[config.mk]
export PLATFORM = sky130hd
export DESIGN_NAME = bullet_controller_flat
export DESIGN_NICKNAME = d
export VERILOG_FILES = /design/src/rtl/game_pkg.sv /design/src/rtl/bullet_controller_if.sv /design/src/rtl/frame_tick_gen.sv /design/src/rtl/bullet_controller.sv /design/src/flat_wrapper.sv
export SDC_FILE = /design/constraint.sdc
export NUM_CORES = 1
export LEC_CHECK = 0
export CAP_MARGIN = 20
export CORE_ASPECT_RATIO = 1.75
export CORE_MARGIN = 3
export CORE_UTILIZATION = 35
export CTS_BUF_LIST = sky130_fd_sc_hd__clkbuf_4 sky130_fd_sc_hd__clkbuf_8
export DETAILED_ROUTE_END_ITERATION = 7
export MAX_ROUTING_LAYER = met4
export PLACE_DENSITY = 0.67
export SLEW_MARGIN = 15
export SYNTH_ARGS = -nofsm -noshare
export SYNTH_HDL_FRONTEND = slang
export SYNTH_SLANG_ARGS = --single-unit
[constraint.sdc]
create_clock -name clk -period 6.6 [get_ports clk]
set_clock_uncertainty 0.15 [all_clocks]
set_input_delay 1.98 -clock clk [delete_from_list [all_inputs] [get_ports clk]]
set_output_delay 1.98 -clock clk [all_outputs]
set_load 0.03 [all_outputs]
[src/rtl/game_pkg.sv]
// game_pkg: shared game constants and types.
// Contents:
//   SCREEN_W, SCREEN_H  visible area in pixels and lines
//   OFFSCREEN           coordinate value of a parked sprite
//   rgb222_t            RGB222 pixel colour
//   bullet_state_t      player bullet states
package game_pkg;
    localparam logic [9:0] SCREEN_W  = 10'd640;
    localparam logic [9:0] SCREEN_H  = 10'd480;
    localparam logic [9:0] OFFSCREEN = 10'h3FF;
    typedef logic [5:0] rgb222_t;
    typedef enum logic [1:0] {IDLE, FLYING, HIT} bullet_state_t;
endpackage

[src/rtl/bullet_controller_if.sv]
// bullet_controller_if: signals between the bullet stage and its neighbours.
// Signals:
//   fire, shooterPosX/Y     inputs from the player/shooter block
//   collisionFlag           hit report from the enemy block
//   horCnt, verCnt          VGA raster position
//   bulletPosX/Y, bulletActive, hitPulse, shotsFired, rgbContentBullet  bullet outputs
// Modports: master = the bullet controller, slave = its surroundings.
interface bullet_controller_if;
    import game_pkg::*;
    logic       fire;
    logic [9:0] shooterPosX;
    logic [9:0] shooterPosY;
    logic       collisionFlag;
    logic [9:0] horCnt;
    logic [9:0] verCnt;
    logic [9:0] bulletPosX;
    logic [9:0] bulletPosY;
    logic       bulletActive;
    logic       hitPulse;
    logic [7:0] shotsFired;
    rgb222_t    rgbContentBullet;
    modport master (
        input  fire, shooterPosX, shooterPosY, collisionFlag, horCnt, verCnt,
        output bulletPosX, bulletPosY, bulletActive, hitPulse, shotsFired, rgbContentBullet
    );
    modport slave (
        output fire, shooterPosX, shooterPosY, collisionFlag, horCnt, verCnt,
        input  bulletPosX, bulletPosY, bulletActive, hitPulse, shotsFired, rgbContentBullet
    );
endinterface

[src/rtl/frame_tick_gen.sv]
// frame_tick_gen: one registered pulse per frame at the start of line SCREEN_H.
// Ports:
//   clk, reset  clock and synchronous active-low reset
//   horCnt_i    VGA horizontal counter
//   verCnt_i    VGA vertical counter
//   tick_o      one-cycle frame pulse
module frame_tick_gen
    import game_pkg::*;
(
    input  logic       clk,
    input  logic       reset,
    input  logic [9:0] horCnt_i,
    input  logic [9:0] verCnt_i,
    output logic       tick_o
);
    logic at_line_d;
    logic at_line_q;
    logic tick_q;

    assign at_line_d = (horCnt_i == 10'd0) && (verCnt_i == SCREEN_H);

    // Edge detect so a counter stalled on the trigger point still yields one tick.
    always_ff @(posedge clk) begin
        if (!reset) begin
            at_line_q <= 1'b0;
            tick_q    <= 1'b0;
        end else begin
            at_line_q <= at_line_d;
            tick_q    <= at_line_d && !at_line_q;
        end
    end

    assign tick_o = tick_q;
endmodule

[src/rtl/bullet_controller.sv]
// bullet_controller: launches, moves, retires and draws the single player bullet.
// Ports:
//   clk    system clock
//   reset  synchronous active-low reset
//   bus    bullet_controller_if.master: fire/shooter/collision/raster in,
//          bullet coordinates, active, hit pulse, shot count and pixel out
module bullet_controller
    import game_pkg::*;
#(
    parameter int      BULLET_W        = 4,
    parameter int      BULLET_H        = 8,
    parameter int      SPEED           = 4,
    parameter int      SHOOTER_W       = 16,
    parameter int      COOLDOWN_FRAMES = 15,
    parameter rgb222_t BULLET_COLOR    = 6'b111100
) (
    input  logic                 clk,
    input  logic                 reset,
    bullet_controller_if.master  bus
);
    localparam int CW = $clog2(COOLDOWN_FRAMES + 1);

    bullet_state_t state_q;
    logic          fire_q;
    logic          fedge_q;
    logic          active_q;
    logic          hit_q;
    logic [9:0]    posx_q;
    logic [9:0]    posy_q;
    logic [CW-1:0] cool_q;
    logic [7:0]    shots_q;
    rgb222_t       rgb_q;
    logic          tick;
    logic          accept_d;
    logic          pix_d;

    frame_tick_gen u_tick (
        .clk      (clk),
        .reset    (reset),
        .horCnt_i (bus.horCnt),
        .verCnt_i (bus.verCnt),
        .tick_o   (tick)
    );

    assign accept_d = fedge_q && (cool_q == '0) && (bus.shooterPosY >= 10'(BULLET_H));

    // 11-bit compares so a window ending past 1023 does not wrap.
    assign pix_d = active_q
                && ({1'b0, bus.horCnt} >= {1'b0, posx_q})
                && ({1'b0, bus.horCnt} <  {1'b0, posx_q} + 11'(BULLET_W))
                && ({1'b0, bus.verCnt} >= {1'b0, posy_q})
                && ({1'b0, bus.verCnt} <  {1'b0, posy_q} + 11'(BULLET_H));

    always_ff @(posedge clk) begin
        if (!reset) begin
            state_q  <= IDLE;
            fire_q   <= 1'b1;
            fedge_q  <= 1'b0;
            active_q <= 1'b0;
            hit_q    <= 1'b0;
            posx_q   <= OFFSCREEN;
            posy_q   <= OFFSCREEN;
            cool_q   <= '0;
            shots_q  <= '0;
            rgb_q    <= '0;
        end else begin
            fire_q  <= bus.fire;
            fedge_q <= bus.fire && !fire_q;
            hit_q   <= 1'b0;
            rgb_q   <= pix_d ? BULLET_COLOR : '0;
            if (tick && cool_q != '0)
                cool_q <= cool_q - CW'(1);
            case (state_q)
                IDLE: begin
                    if (accept_d) begin
                        state_q  <= FLYING;
                        active_q <= 1'b1;
                        posx_q   <= bus.shooterPosX + 10'(SHOOTER_W / 2 - BULLET_W / 2);
                        posy_q   <= bus.shooterPosY - 10'(BULLET_H);
                        shots_q  <= shots_q + 8'd1;
                    end
                end
                FLYING: begin
                    if (bus.collisionFlag) begin
                        state_q  <= HIT;
                        active_q <= 1'b0;
                    end else if (tick && posy_q < 10'(SPEED)) begin
                        state_q  <= IDLE;
                        active_q <= 1'b0;
                        posx_q   <= OFFSCREEN;
                        posy_q   <= OFFSCREEN;
                        cool_q   <= CW'(COOLDOWN_FRAMES);
                    end else if (tick) begin
                        posy_q <= posy_q - 10'(SPEED);
                    end
                end
                HIT: begin
                    state_q <= IDLE;
                    hit_q   <= 1'b1;
                    posx_q  <= OFFSCREEN;
                    posy_q  <= OFFSCREEN;
                    cool_q  <= CW'(COOLDOWN_FRAMES);
                end
                default: state_q <= IDLE;
            endcase
        end
    end

    assign bus.bulletPosX       = posx_q;
    assign bus.bulletPosY       = posy_q;
    assign bus.bulletActive     = active_q;
    assign bus.hitPulse         = hit_q;
    assign bus.shotsFired       = shots_q;
    assign bus.rgbContentBullet = rgb_q;
endmodule
[src/flat_wrapper.sv]
// flat-port wrapper written by rule: the top's interface ports become plain ports
module bullet_controller_flat import game_pkg::*;
#(
    parameter int      BULLET_W        = 4,
    parameter int      BULLET_H        = 8,
    parameter int      SPEED           = 4,
    parameter int      SHOOTER_W       = 16,
    parameter int      COOLDOWN_FRAMES = 15,
    parameter rgb222_t BULLET_COLOR    = 6'b111100
)
  (clk, reset, bus_fire, bus_shooterPosX, bus_shooterPosY, bus_collisionFlag, bus_horCnt, bus_verCnt, bus_bulletPosX, bus_bulletPosY, bus_bulletActive, bus_hitPulse, bus_shotsFired, bus_rgbContentBullet);
  bullet_controller_if bus_i ();
  input  logic clk;
  input  logic reset;
  input wire logic [$bits(bus_i.fire)-1:0] bus_fire;
  input wire logic [$bits(bus_i.shooterPosX)-1:0] bus_shooterPosX;
  input wire logic [$bits(bus_i.shooterPosY)-1:0] bus_shooterPosY;
  input wire logic [$bits(bus_i.collisionFlag)-1:0] bus_collisionFlag;
  input wire logic [$bits(bus_i.horCnt)-1:0] bus_horCnt;
  input wire logic [$bits(bus_i.verCnt)-1:0] bus_verCnt;
  output wire logic [$bits(bus_i.bulletPosX)-1:0] bus_bulletPosX;
  output wire logic [$bits(bus_i.bulletPosY)-1:0] bus_bulletPosY;
  output wire logic [$bits(bus_i.bulletActive)-1:0] bus_bulletActive;
  output wire logic [$bits(bus_i.hitPulse)-1:0] bus_hitPulse;
  output wire logic [$bits(bus_i.shotsFired)-1:0] bus_shotsFired;
  output wire logic [$bits(bus_i.rgbContentBullet)-1:0] bus_rgbContentBullet;
  assign bus_i.fire = bus_fire;
  assign bus_i.shooterPosX = bus_shooterPosX;
  assign bus_i.shooterPosY = bus_shooterPosY;
  assign bus_i.collisionFlag = bus_collisionFlag;
  assign bus_i.horCnt = bus_horCnt;
  assign bus_i.verCnt = bus_verCnt;
  assign bus_bulletPosX = bus_i.bulletPosX;
  assign bus_bulletPosY = bus_i.bulletPosY;
  assign bus_bulletActive = bus_i.bulletActive;
  assign bus_hitPulse = bus_i.hitPulse;
  assign bus_shotsFired = bus_i.shotsFired;
  assign bus_rgbContentBullet = bus_i.rgbContentBullet;
  bullet_controller #(.BULLET_W(BULLET_W), .BULLET_H(BULLET_H), .SPEED(SPEED), .SHOOTER_W(SHOOTER_W), .COOLDOWN_FRAMES(COOLDOWN_FRAMES), .BULLET_COLOR(BULLET_COLOR)) u_core (.clk(clk), .reset(reset), .bus(bus_i));
endmodule
==> metrics <==
status finished, final reports clean; asr flop ratio synth 0%; GR Overflow Total 0; most frequent cells in the layout clkdlybuf4s50_1, ha_1, dfxtp_1, inv_1, xnor2_1; Ports 80; Fillers 894; switching share of power 30.3%; clock power share between 30% and 40%; Crit path arrival time 4.20 ns; Reg clk slew, reported paths approximately 0.080 ns; register area share after synthesis between 20 and 25%; routability congestion estimate approximately 0.94; area of the multi-input gates 0.00226 mm^2; min Tclk post-route just over 4 ns; CORE AREA 0.00915 mm^2; WL/cell around 16 um; max-cap violations 0; post-DR vias/cell 5.38; Inserted Diodes 0; clk_lat worst skew 0.30 ns; worst vdd ir between 90 and 100 uV; PwrDens 172 mW/mm^2; Final Max Tran Viols 0; vias in the first global route between 3k and 4k; number of instances resized during post-cts repair 0; FF-to-FF setup slack around 3.6 ns; Crit path depth 6; row count 46; cell-internal power 0.514 mW; Least-Margin Pin Slew slightly above 0.8 ns; crit path max fanout 11; Total Routing Usage GR 18.5%; RSZ-0062 raised after global routing false; Worst path slowest cell or4_1; CP Launch Point bus_shooterPosY[4]; Initial Util 36.4%; DP HPWL about 7600 um; CTS buffer count 5; CTS Buffer Depth 2; I/O Buffers 77; Critical Path RT between 6 and 7 ns; vias post-DR 3178; TritonRoute pass-1 iters 4; reg-to-reg startpoint u_core.bus.bulletPosY[5]; Seq cells post-synth approximately 40; Routed Antenna Nets 0; drc violations 0; Nets roughly 560; Final Core Density 46.8%; Reg2Reg Depth 10; # Post-CTS Setup Buffers 0; Post-synth EDFFs 0; Layout area overhead 28.5%; CTS Hold Bufs 0; synthesized area 0.00333 mm^2; register area 821 um^2; CP peak stage delay 0.61 ns; LEAKAGE 1.88 nW; Die H around 140 um; Die Area 0.0108 mm^2; endpoints failing hold 0; width of the die between 70 and 80 um; initial antenna violation count 0; clock sink count 41; final WL 9180 um; CP endpoint kind register; Reg power frac 36.4%; startpoint types primary input; Tcrit/Tclk final 62.4%; setup violators final 0; library cells used by synthesis 61; first-pass GRT wire length 15300 um; Mapped Cells 402; headroom to the max-slew limit a little under half; most used flip-flop cell after synthesis dfxtp_1; syn avg cell area 8.29 um^2; largest net degree at the start of global routing 25; critical path's top delay family compound AO/OA/AOI/OAI gates; yosys warns 0; share of layout cells above drive strength 1 4.88%; worst path buffer plus inverter count 1; Root Buffer clkbuf_8; Final TNS setup 0 ns; CP Class in2reg; commonest non-fill, non-tap cell in the layout clkdlybuf4s50_1; HP Class reg2reg; Sw Pwr 0.224 mW; Fmax 243 MHz; CTS tree built; 1st-iter DRT viols 130; H-tree depth 2; Combinational Power Share 29.9%; crit-path cells clkdlybuf4s50_1, or4_1, o31ai_2, a221o_1, nor3_1, a31oi_1; Setup crit end u_core.bus.bulletPosY[1]; RR Endpoint u_core.bus.rgbContentBullet[4]
[cells in the mapped netlist (2+ instances only)]
| cell | n | share of area, % |
|---|---|---|
| xor2_1 | 7 | 1.8 |
| o22ai_1 | 3 | 0.56 |
| o211ai_1 | 5 | 1.1 |
| nor2_1 | 22 | 2.5 |
| nor4b_1 | 3 | 0.79 |
| or3b_2 | 2 | 0.53 |
| and3b_1 | 3 | 0.79 |
| o311ai_0 | 4 | 1.1 |
| o2111ai_1 | 4 | 1.1 |
| a21boi_0 | 2 | 0.45 |
| inv_1 | 34 | 3.8 |
| nor2b_1 | 5 | 0.94 |
| dfxtp_1 | 41 | 25 |
| nor3_1 | 18 | 2.7 |
| clkbuf_1 | 6 | 0.68 |
| o21ai_0 | 17 | 2.6 |
| o21a_1 | 7 | 1.6 |
| buf_2 | 2 | 0.30 |
| and2_1 | 7 | 1.3 |
| nand4_1 | 3 | 0.56 |
| or3_1 | 3 | 0.56 |
| a21o_1 | 3 | 0.68 |
| a2111oi_0 | 2 | 0.53 |
| a21oi_1 | 21 | 3.2 |
| nand3_1 | 13 | 2.0 |
| o21ai_1 | 7 | 1.1 |
| buf_6 | 3 | 1.0 |
| xnor2_1 | 26 | 6.8 |
| buf_4 | 8 | 1.8 |
| nor4_1 | 6 | 1.1 |
| ha_1 | 47 | 18 |
| nor3b_1 | 2 | 0.45 |
| o31ai_1 | 2 | 0.45 |
| nand2b_1 | 7 | 1.3 |
| nand2_1 | 21 | 2.4 |
| a31oi_1 | 11 | 2.1 |
[per-layer routing]
metal  GRT usage (%)  vias up  part of all wire (%)
li1                -     1589                     -
met1            20.2     1473                    39
met2            32.5       91                    53
met3            2.34       25                   4.0
met4            9.12        0                   3.7
met5               -        -                     0
[how the worst min path moves through the flow]
stage,endpoint,from,cells past startpoint
finish,u_core.u_tick.tick_o,u_core.u_tick.at_line_q,1
global route,u_core.u_tick.tick_o,u_core.u_tick.at_line_q,1
CTS,u_core.u_tick.tick_o,u_core.u_tick.at_line_q,1
detailed placement,u_core.u_tick.tick_o,u_core.u_tick.at_line_q,1
global placement,u_core.u_tick.tick_o,u_core.u_tick.at_line_q,1
floorplan,u_core.u_tick.tick_o,u_core.u_tick.at_line_q,1
[sequential cells by signal, summed over array words and instances (netlist names)]
name / count
u_core.u_tick.tick_o: 1
u_core.bus.bulletPosY: 10
u_core.bus.shotsFired: 8
u_core.bus.bulletPosX: 10
u_core.u_tick.at_line_q: 1
u_core.bus.bulletActive: 1
u_core.fedge_q: 1
u_core.state_q: 2
u_core.bus.hitPulse: 1
u_core.fire_q: 1
u_core.cool_q: 4
u_core.bus.rgbContentBullet: 1
[power groups by stage]
stage          Sequential (mW)  Clock (mW)  Combinational [mW]
2_1_floorplan            0.284           0               0.132
6_report                 0.269       0.248               0.221
3_3_place_gp             0.275           0               0.215
3_5_place_dp             0.275           0               0.221
4_1_cts                  0.269       0.254               0.222
5_1_grt                  0.270       0.262               0.247
[cell families (layout without fill, tap and decap cells)]
family                   Yosys count  count (layout)  synth area share, %
buffers and inverters             53             121                 7.62
AND/OR/NAND/NOR                  125             125                 20.6
AO/OA/AOI/OAI                    100             100                 20.1
other                              1               2                0.112
multiplexers                       2               2                0.638
flip-flops                        41              41                 24.6
adder cells (fa/ha/maj)           47              47                 17.6
XOR/XNOR                          33              33                 8.67
[cell type report]
cell class                 instances  share of cell area, %
clock buffer                       5                   1.61
clock inverter                     3                   1.61
inverter                          34                   2.98
multi-input combinational        309                   52.8
sequential                        41                   19.2
tap                              120                   3.50
timing repair buffer              79                   18.3
[through the flow]
stage | setup slack (ns) | instances | hold WS, ns | cell area, um^2 | total power, mW
floorplan | 2.85 | 403 | 0.224 | 3340 | 0.416
global placement | 2.24 | 583 | 0.248 | 4150 | 0.490
detailed placement | 2.18 | 583 | 0.255 | 4150 | 0.496
CTS | 2.49 | 591 | 0.268 | 4290 | 0.745
global route | 2.34 | 591 | 0.277 | 4290 | 0.779
finish | 2.48 | 591 | 0.262 | 4290 | 0.738
No activity file was read; power rests on OpenSTA's default activity.
